[config.mk]
export PLATFORM = sky130hd
export DESIGN_NAME = memory_stage_flat
export DESIGN_NICKNAME = d
export VERILOG_FILES = /design/src/rtl/memory_stage_pkg.sv /design/src/rtl/memory_stage_if.sv /design/src/rtl/memory_stage_stack_pointer_unit.sv /design/src/rtl/memory_stage.sv /design/src/flat_wrapper.sv
export SDC_FILE = /design/constraint.sdc
export NUM_CORES = 1
export LEC_CHECK = 0
export BUFFER_PORTS_ARGS = -buffer_cell sky130_fd_sc_hd__buf_4
export CAP_MARGIN = 0
export CORE_MARGIN = 1
export CORE_UTILIZATION = 46
export CTS_CLUSTER_SIZE = 10
export DETAILED_ROUTE_END_ITERATION = 6
export GPL_ROUTABILITY_DRIVEN = 0
export PLACE_DENSITY = 0.83
export SLEW_MARGIN = 20
export SYNTH_ARGS = -nofsm -noshare
export SYNTH_HDL_FRONTEND = slang
export SYNTH_SLANG_ARGS = --single-unit
export TNS_END_PERCENT = 20
[constraint.sdc]
create_clock -name CLK -period 3.4 [get_ports CLK]
set_clock_uncertainty 0.05 [all_clocks]
set_input_delay 0.51 -clock CLK [delete_from_list [all_inputs] [get_ports CLK]]
set_output_delay 0.51 -clock CLK [all_outputs]
set_load 0.01 [all_outputs]
[src/rtl/memory_stage_pkg.sv]
// Shared definitions for the memory stage: EX/MEM bundle field positions,
// FSM state encodings, flags-word layout and the default stack pointer value.
package memory_stage_pkg;

    // EX/MEM bundle field positions
    localparam int unsigned IN_W         = 106;
    localparam int unsigned B_INPORT_HI  = 98;
    localparam int unsigned B_INPORT_LO  = 83;
    localparam int unsigned B_NEXTPC_HI  = 82;
    localparam int unsigned B_NEXTPC_LO  = 51;
    localparam int unsigned B_RSRC_HI    = 50;
    localparam int unsigned B_RSRC_LO    = 35;
    localparam int unsigned B_ALU_HI     = 34;
    localparam int unsigned B_ALU_LO     = 19;
    localparam int unsigned B_RDST_HI    = 15;
    localparam int unsigned B_RDST_LO    = 13;
    localparam int unsigned B_PUSH       = 11;
    localparam int unsigned B_POP        = 10;
    localparam int unsigned B_RET        = 9;
    localparam int unsigned B_RTI        = 8;
    localparam int unsigned B_LDD        = 7;
    localparam int unsigned B_IN         = 6;
    localparam int unsigned B_OUT        = 5;
    localparam int unsigned B_CALL       = 3;
    localparam int unsigned B_MEMWRITE   = 1;
    localparam int unsigned B_WB         = 0;

    // FSM state encodings
    localparam logic [1:0] ST_IDLE    = 2'd0;
    localparam logic [1:0] ST_CALL_LO = 2'd1;
    localparam logic [1:0] ST_RTI_LO  = 2'd2;
    localparam logic [1:0] ST_RET_HI  = 2'd3;

    // Bit positions of the saved flags inside the RTI flags word
    localparam int unsigned FLAG_CF_BIT = 2;
    localparam int unsigned FLAG_NF_BIT = 1;
    localparam int unsigned FLAG_ZF_BIT = 0;

    // Stack starts at the top of memory and grows downward
    localparam logic [15:0] SP_RESET_DEFAULT = 16'hFFFF;

endpackage

[src/rtl/memory_stage_if.sv]
// Data-memory bus between the memory stage (master) and the data memory (slave).
interface memory_stage_if #(
    parameter int unsigned DMEM_AW = 16
);
    logic [DMEM_AW-1:0] MemAddr;
    logic [15:0]        MemWData;
    logic               MemWE;
    logic [15:0]        MemRData;

    modport master (
        output MemAddr,
        output MemWData,
        output MemWE,
        input  MemRData
    );

    modport slave (
        input  MemAddr,
        input  MemWData,
        input  MemWE,
        output MemRData
    );
endinterface

[src/rtl/memory_stage_stack_pointer_unit.sv]
// Stack pointer register with increment/decrement/hold control and an
// SP+1 address output used by pops and return sequences.
module stack_pointer_unit #(
    parameter int unsigned        DMEM_AW  = 16,
    parameter logic [DMEM_AW-1:0] SP_RESET = '1
) (
    input  logic               clk,
    input  logic               rst,
    input  logic               inc,
    input  logic               dec,
    output logic [DMEM_AW-1:0] sp,
    output logic [DMEM_AW-1:0] sp_plus1
);

    localparam logic [DMEM_AW-1:0] SP_ONE = {{(DMEM_AW-1){1'b0}}, 1'b1};

    logic [DMEM_AW-1:0] sp_q;
    logic [DMEM_AW-1:0] sp_d;

    // Next SP: increment wins over decrement, otherwise hold; wraps modulo 2^DMEM_AW
    always_comb begin
        sp_d = sp_q;
        if (inc) begin
            sp_d = sp_q + SP_ONE;
        end else if (dec) begin
            sp_d = sp_q - SP_ONE;
        end
    end

    // SP register, asynchronously reset to the top of the stack
    always_ff @(posedge clk or posedge rst) begin
        if (rst) begin
            sp_q <= SP_RESET;
        end else begin
            sp_q <= sp_d;
        end
    end

    assign sp       = sp_q;
    assign sp_plus1 = sp_q + SP_ONE;

endmodule

[src/rtl/memory_stage.sv]
// Fourth pipeline stage: data-memory loads/stores, PUSH/POP and the
// multi-word CALL/RET/RTI stack sequences. Owns SP and the output port.
module memory_stage
    import memory_stage_pkg::*;
#(
    parameter int unsigned        DMEM_AW  = 16,
    parameter logic [DMEM_AW-1:0] SP_RESET = DMEM_AW'(SP_RESET_DEFAULT)
) (
    input  logic               CLK,
    input  logic               Reset,
    input  logic [IN_W-1:0]    In,
    memory_stage_if.master     mem,
    output logic [19:0]        Out,
    output logic [15:0]        OutPort,
    output logic               Stall,
    output logic               PcLoad,
    output logic [31:0]        PcTarget,
    output logic               FlagsLoad,
    output logic [2:0]         FlagsValue,
    output logic [DMEM_AW-1:0] SP
);

    logic [15:0] alu_result, rsrc_value, in_port;
    logic [31:0] next_pc;
    logic [2:0]  rdst;

    assign alu_result = In[B_ALU_HI:B_ALU_LO];
    assign rsrc_value = In[B_RSRC_HI:B_RSRC_LO];
    assign in_port    = In[B_INPORT_HI:B_INPORT_LO];
    assign next_pc    = In[B_NEXTPC_HI:B_NEXTPC_LO];
    assign rdst       = In[B_RDST_HI:B_RDST_LO];

    // Flags, jump bits, RsrcAddr and the upstream iteration hints are not needed here
    logic unused_in;
    assign unused_in = ^{In[105:99], In[18:16], In[12], In[4], In[2]};

    logic [1:0]  state_q, state_d;
    logic [15:0] lo_q, lo_d;
    logic [15:0] outport_q, outport_d;

    logic               sp_inc, sp_dec;
    logic [DMEM_AW-1:0] sp_cur, sp_plus1;

    logic [DMEM_AW-1:0] mem_addr;
    logic [15:0]        mem_wdata;
    logic               mem_we;
    logic               wb;
    logic [15:0]        wb_value;
    logic               stall;
    logic               pc_load;
    logic [31:0]        pc_target;
    logic               flags_load;
    logic [2:0]         flags_value;

    stack_pointer_unit #(
        .DMEM_AW  (DMEM_AW),
        .SP_RESET (SP_RESET)
    ) u_sp (
        .clk      (CLK),
        .rst      (Reset),
        .inc      (sp_inc),
        .dec      (sp_dec),
        .sp       (sp_cur),
        .sp_plus1 (sp_plus1)
    );

    // Op decode with priority in IDLE, stack-sequence continuation otherwise;
    // every combinational output is forced to zero while Reset is high
    always_comb begin
        state_d     = state_q;
        lo_d        = lo_q;
        outport_d   = outport_q;
        sp_inc      = 1'b0;
        sp_dec      = 1'b0;
        mem_addr    = '0;
        mem_wdata   = '0;
        mem_we      = 1'b0;
        wb          = In[B_WB];
        wb_value    = alu_result;
        stall       = 1'b0;
        pc_load     = 1'b0;
        pc_target   = '0;
        flags_load  = 1'b0;
        flags_value = '0;

        case (state_q)
            ST_IDLE: begin
                if (In[B_RTI]) begin
                    mem_addr    = sp_plus1;
                    flags_value = {mem.MemRData[FLAG_CF_BIT],
                                   mem.MemRData[FLAG_NF_BIT],
                                   mem.MemRData[FLAG_ZF_BIT]};
                    flags_load  = 1'b1;
                    sp_inc      = 1'b1;
                    wb          = 1'b0;
                    stall       = 1'b1;
                    state_d     = ST_RTI_LO;
                end else if (In[B_RET]) begin
                    mem_addr = sp_plus1;
                    lo_d     = mem.MemRData;
                    sp_inc   = 1'b1;
                    wb       = 1'b0;
                    stall    = 1'b1;
                    state_d  = ST_RET_HI;
                end else if (In[B_CALL]) begin
                    mem_addr  = sp_cur;
                    mem_wdata = next_pc[31:16];
                    mem_we    = 1'b1;
                    sp_dec    = 1'b1;
                    wb        = 1'b0;
                    stall     = 1'b1;
                    state_d   = ST_CALL_LO;
                end else if (In[B_PUSH]) begin
                    mem_addr  = sp_cur;
                    mem_wdata = alu_result;
                    mem_we    = 1'b1;
                    sp_dec    = 1'b1;
                end else if (In[B_POP]) begin
                    mem_addr = sp_plus1;
                    wb_value = mem.MemRData;
                    sp_inc   = 1'b1;
                end else if (In[B_MEMWRITE]) begin
                    mem_addr  = DMEM_AW'(alu_result);
                    mem_wdata = rsrc_value;
                    mem_we    = 1'b1;
                end else if (In[B_LDD]) begin
                    mem_addr = DMEM_AW'(alu_result);
                    wb_value = mem.MemRData;
                end else if (In[B_IN]) begin
                    wb_value = in_port;
                end else if (In[B_OUT]) begin
                    outport_d = alu_result;
                end
            end
            ST_CALL_LO: begin
                mem_addr  = sp_cur;
                mem_wdata = next_pc[15:0];
                mem_we    = 1'b1;
                sp_dec    = 1'b1;
                wb        = 1'b0;
                state_d   = ST_IDLE;
            end
            ST_RTI_LO: begin
                mem_addr = sp_plus1;
                lo_d     = mem.MemRData;
                sp_inc   = 1'b1;
                wb       = 1'b0;
                stall    = 1'b1;
                state_d  = ST_RET_HI;
            end
            ST_RET_HI: begin
                mem_addr  = sp_plus1;
                pc_target = {mem.MemRData, lo_q};
                pc_load   = 1'b1;
                sp_inc    = 1'b1;
                wb        = 1'b0;
                state_d   = ST_IDLE;
            end
            default: begin
                state_d = ST_IDLE;
            end
        endcase

        if (Reset) begin
            sp_inc      = 1'b0;
            sp_dec      = 1'b0;
            mem_addr    = '0;
            mem_wdata   = '0;
            mem_we      = 1'b0;
            wb          = 1'b0;
            wb_value    = '0;
            stall       = 1'b0;
            pc_load     = 1'b0;
            pc_target   = '0;
            flags_load  = 1'b0;
            flags_value = '0;
        end
    end

    // Sequence state, latched PC low word and output port register
    always_ff @(posedge CLK or posedge Reset) begin
        if (Reset) begin
            state_q   <= ST_IDLE;
            lo_q      <= '0;
            outport_q <= '0;
        end else begin
            state_q   <= state_d;
            lo_q      <= lo_d;
            outport_q <= outport_d;
        end
    end

    assign mem.MemAddr  = mem_addr;
    assign mem.MemWData = mem_wdata;
    assign mem.MemWE    = mem_we;

    assign Out        = Reset ? 20'h0 : {wb, rdst, wb_value};
    assign OutPort    = outport_q;
    assign Stall      = stall;
    assign PcLoad     = pc_load;
    assign PcTarget   = pc_target;
    assign FlagsLoad  = flags_load;
    assign FlagsValue = flags_value;
    assign SP         = sp_cur;

endmodule

[src/flat_wrapper.sv]
// flat-port wrapper written by rule: the top's interface ports become plain ports
module memory_stage_flat import memory_stage_pkg::*;
#(
    parameter int unsigned        DMEM_AW  = 16,
    parameter logic [DMEM_AW-1:0] SP_RESET = DMEM_AW'(SP_RESET_DEFAULT)
)
  (CLK, Reset, In, Out, OutPort, Stall, PcLoad, PcTarget, FlagsLoad, FlagsValue, SP, mem_MemAddr, mem_MemWData, mem_MemWE, mem_MemRData);
  memory_stage_if #(.DMEM_AW(DMEM_AW)) mem_i ();
  input  logic CLK;
  input  logic Reset;
  input  logic [IN_W-1:0] In;
  output logic [19:0] Out;
  output logic [15:0] OutPort;
  output logic Stall;
  output logic PcLoad;
  output logic [31:0] PcTarget;
  output logic FlagsLoad;
  output logic [2:0] FlagsValue;
  output logic [DMEM_AW-1:0] SP;
  output wire logic [$bits(mem_i.MemAddr)-1:0] mem_MemAddr;
  output wire logic [$bits(mem_i.MemWData)-1:0] mem_MemWData;
  output wire logic [$bits(mem_i.MemWE)-1:0] mem_MemWE;
  input wire logic [$bits(mem_i.MemRData)-1:0] mem_MemRData;
  assign mem_MemAddr = mem_i.MemAddr;
  assign mem_MemWData = mem_i.MemWData;
  assign mem_MemWE = mem_i.MemWE;
  assign mem_i.MemRData = mem_MemRData;
  memory_stage #(.DMEM_AW(DMEM_AW), .SP_RESET(SP_RESET)) u_core (.CLK(CLK), .Reset(Reset), .In(In), .mem(mem_i), .Out(Out), .OutPort(OutPort), .Stall(Stall), .PcLoad(PcLoad), .PcTarget(PcTarget), .FlagsLoad(FlagsLoad), .FlagsValue(FlagsValue), .SP(SP));
endmodule
==> summary.md <==
| Metric | Value |
|---|---|
| Post-synthesis cell count | `526` |
| Commonest cells after routing, fill and taps aside | `buf_4, nor2_1, nand2_1, a22oi_1, and2_1` |
| CP required | `2.84 ns` |
| Final net count | `862` |
| Max-slew violation count | `0` |
| # diodes | `0` |
| First-pass GRT wire length | `27,410 µm` |
| Post-synth EDFFs | `0` |
| CTS max path bufs | `2` |
| Via Count | `5,312` |
| Top cells by area, synth | `dfrtp_1, dfstp_2, a22oi_1, mux2_2, and2_1` |
| Synth Cell Area | `4425 µm²` |
| Initial Utilization | `47.67%` |
| Hold Path Class | `input pin to flop` |
| Worst EP arrival | `2.64 ns` |
| Vias per inst | `6.141` |
| CTS Buf Count | `5` |
| Max-Cap Viols | `0` |
| Final setup margin | `0.1970 ns` |
| WL/cell | `20.89 µm` |
| Pwr per Cell Area | `555.0 nW/µm²` |
| Crit Path Category | `flop to output port` |
| Mux cell area share after synthesis | `9.443%` |
| Period utilisation layout | `94.21%` |
| Maximum clock frequency | `312.2 MHz` |
| Worst slack at placement | `0.4947 ns` |
| Compound-Gate Fraction of Synth Area | `29.06%` |
| Count of cell types in the netlist | `68` |
| Core ar. | `9284 µm²` |
| CTS tree | `built` |
| Initial DRC Count | `571` |
| Placed instance count | `858` |
| ANT nets after route | `0` |
| Rows | `35` |
| Worst-Margin Slew | `0.8593 ns` |
| Tot Pwr | `3.527 mW` |
| Worst-path clk slew | `0.10 ns` |
| Setup Buffers After CTS | `0` |
| Pleak | `3.046 nW` |
| Synth-to-Final Area Change | `43.60%` |
| Register Area | `1271 µm²` |
| Synth Area in Adders | `0.5655%` |
| Remaining routing DRC violations | `0` |
| CTS Sinks | `50` |
| Die width | `100.1 µm` |
| RSZ-0062 raised after global routing | `no` |
| Avg Cell Area, Syn | `8.413 µm²` |
| Setup violations, final | `0` |
| Initial antenna violation count | `0` |
| Maximum VDD drop | `0.2711 mV` |
| I/O pin count | `247` |
| Chip height | `100.1 µm` |
| Post-synthesis net count | `652` |
| Share of cells above drive strength 1 | `44.02%` |
| Largest family of logic cells by synthesized area | `compound AO/OA/AOI/OAI gates` |
| Fin. Hold Viols | `0` |
| Tot GR Track Use | `35.23%` |
| XOR/XNOR Fraction of Synth Area | `3.958%` |
| Startpoint Class | `flop` |
| Post-synthesis sequential area ratio | `28.72%` |
| Port-buffer cells | `233` |
| Final Instance Area | `6355 µm²` |
| Yosys top cell area share | `19.23%` |
| Multi-input gate area | `2905 µm²` |
| Root buffer cell | `clkbuf_8` |
| Slew HR | `42.37%` |
| Number of global-route vias before repair | `5,028` |
| Crit. End Element | `output port` |
| Worst hold margin | `0.3988 ns` |
| Post-CTS resize count | `0` |
| Setup TNS Final | `0 ns` |
| First-pass iteration count of the detailed router | `6` |
| Largest net degree at the start of global routing | `44` |
| Status | `finished, final reports clean` |
| Post-synthesis register bit count | `50` |
| Final Core Density | `68.45%` |
| Detailed Route WL | `18,070 µm` |
| Die area | `10,020 µm²` |
| Simple-Gate Fraction of Synth Area | `22.50%` |
| Synth Flop Type | `dfrtp_1` |
| Post-Layout Cell Count | `865` |
| Grt ovf | `0` |
| Filler Cell Count | `791` |
| Yosys warnings | `0` |
| Most common cell after layout, fill and taps aside | `buf_4` |
| Hold buffer count at cts | `0` |
| Max FO, Critical Path | `10` |
| CTS H-Tree Depth | `2` |
| Clock Latency Late Sink | `0.31 ns` |
| FFs w/ async S/R, synth | `100.0%` |
| Yosys top cell by area | `dfrtp_1` |
| Tmin final | `3.203 ns` |
| Final HPWL DP | `13,750 µm` |
| Area after DPL | `6252 µm²` |
layer usage:
layer  vias to the layer above  GRT usage (%)  share of wire (%)
li1                       2372              -                  -
met1                      2497          46.18                 38
met2                       390          57.14                 48
met3                        53          8.496                 11
met4                         0          11.82                3.0
met5                         -              0                  0
sequential cells by signal, indices dropped and copies added, names as in the netlist:
register        count
u_core.OutPort     16
u_core.lo_q        16
u_core.state_q      2
u_core.u_sp.sp     16
cells in the mapped netlist, drive strengths merged, types with 4 or more instances:
cell type / instances
dfrtp: 34
nor4: 5
or3: 4
inv: 12
and3: 5
nand4: 6
buf: 16
a22o: 16
o21ai: 33
xor2: 5
nand3: 7
nand2: 45
clkbuf: 30
nor3: 14
o32ai: 5
and2: 35
or2: 4
a221oi: 10
dfstp: 16
mux2: 32
a21oi: 20
o22ai: 5
a22oi: 36
a211oi: 4
a2bb2oi: 16
nor2b: 4
nor2: 49
xnor2: 15
path summary, 6_finish.rpt:
path / start / endpoint / slack (ns) / cells after the start
setup / recovery: u_core.u_sp.sp[1] / mem_MemAddr[12] / 0.20 / 7
hold / removal: mem_MemRData[14] / u_core.lo_q[14] / 0.40 / 2
setup reg to reg: u_core.state_q[0] / u_core.OutPort[5] / 0.94 / 4
hold reg to reg: u_core.lo_q[8] / u_core.lo_q[8] / 0.46 / 1
max in group asynchronous: Reset / u_core.u_sp.sp[15] / 2.38 / 3
min in group asynchronous: Reset / u_core.state_q[1] / 0.55 / 3
critical path: stages, from the launching register on:
cell      delay, ns
dfstp_2        0.65
ha_1           0.25
nand3_1        0.19
nor4_1         0.57
a21boi_0       0.25
o21ai_0        0.10
o31ai_1        0.14
buf_4          0.20
where the power goes:
| part | internal (mW) | switching, mW |
|---|---|---|
| logic | 0.952 | 0.965 |
| registers | 0.841 | 0.340 |
| clock network | 0.214 | 0.216 |
kinds of logic after synthesis:
| logic type | count (synthesis) |
|---|---|
| buffers and inverters | 58 |
| adders and majority gates | 2 |
| AOI/OAI and AO/OA | 174 |
| and+or+nand+nor | 188 |
| muxes | 34 |
| xor gates and xnor gates | 20 |
| DFF | 50 |
layout make-up:
cell class,count,area share (%)
multi-input combinational,418,45.72
timing repair buffer,249,29.42
sequential,50,20.00
tap,129,2.540
clock buffer,5,1.083
inverter,12,0.7088
clock inverter,2,0.5316
Note: power is estimated with default switching activity, not from simulation.
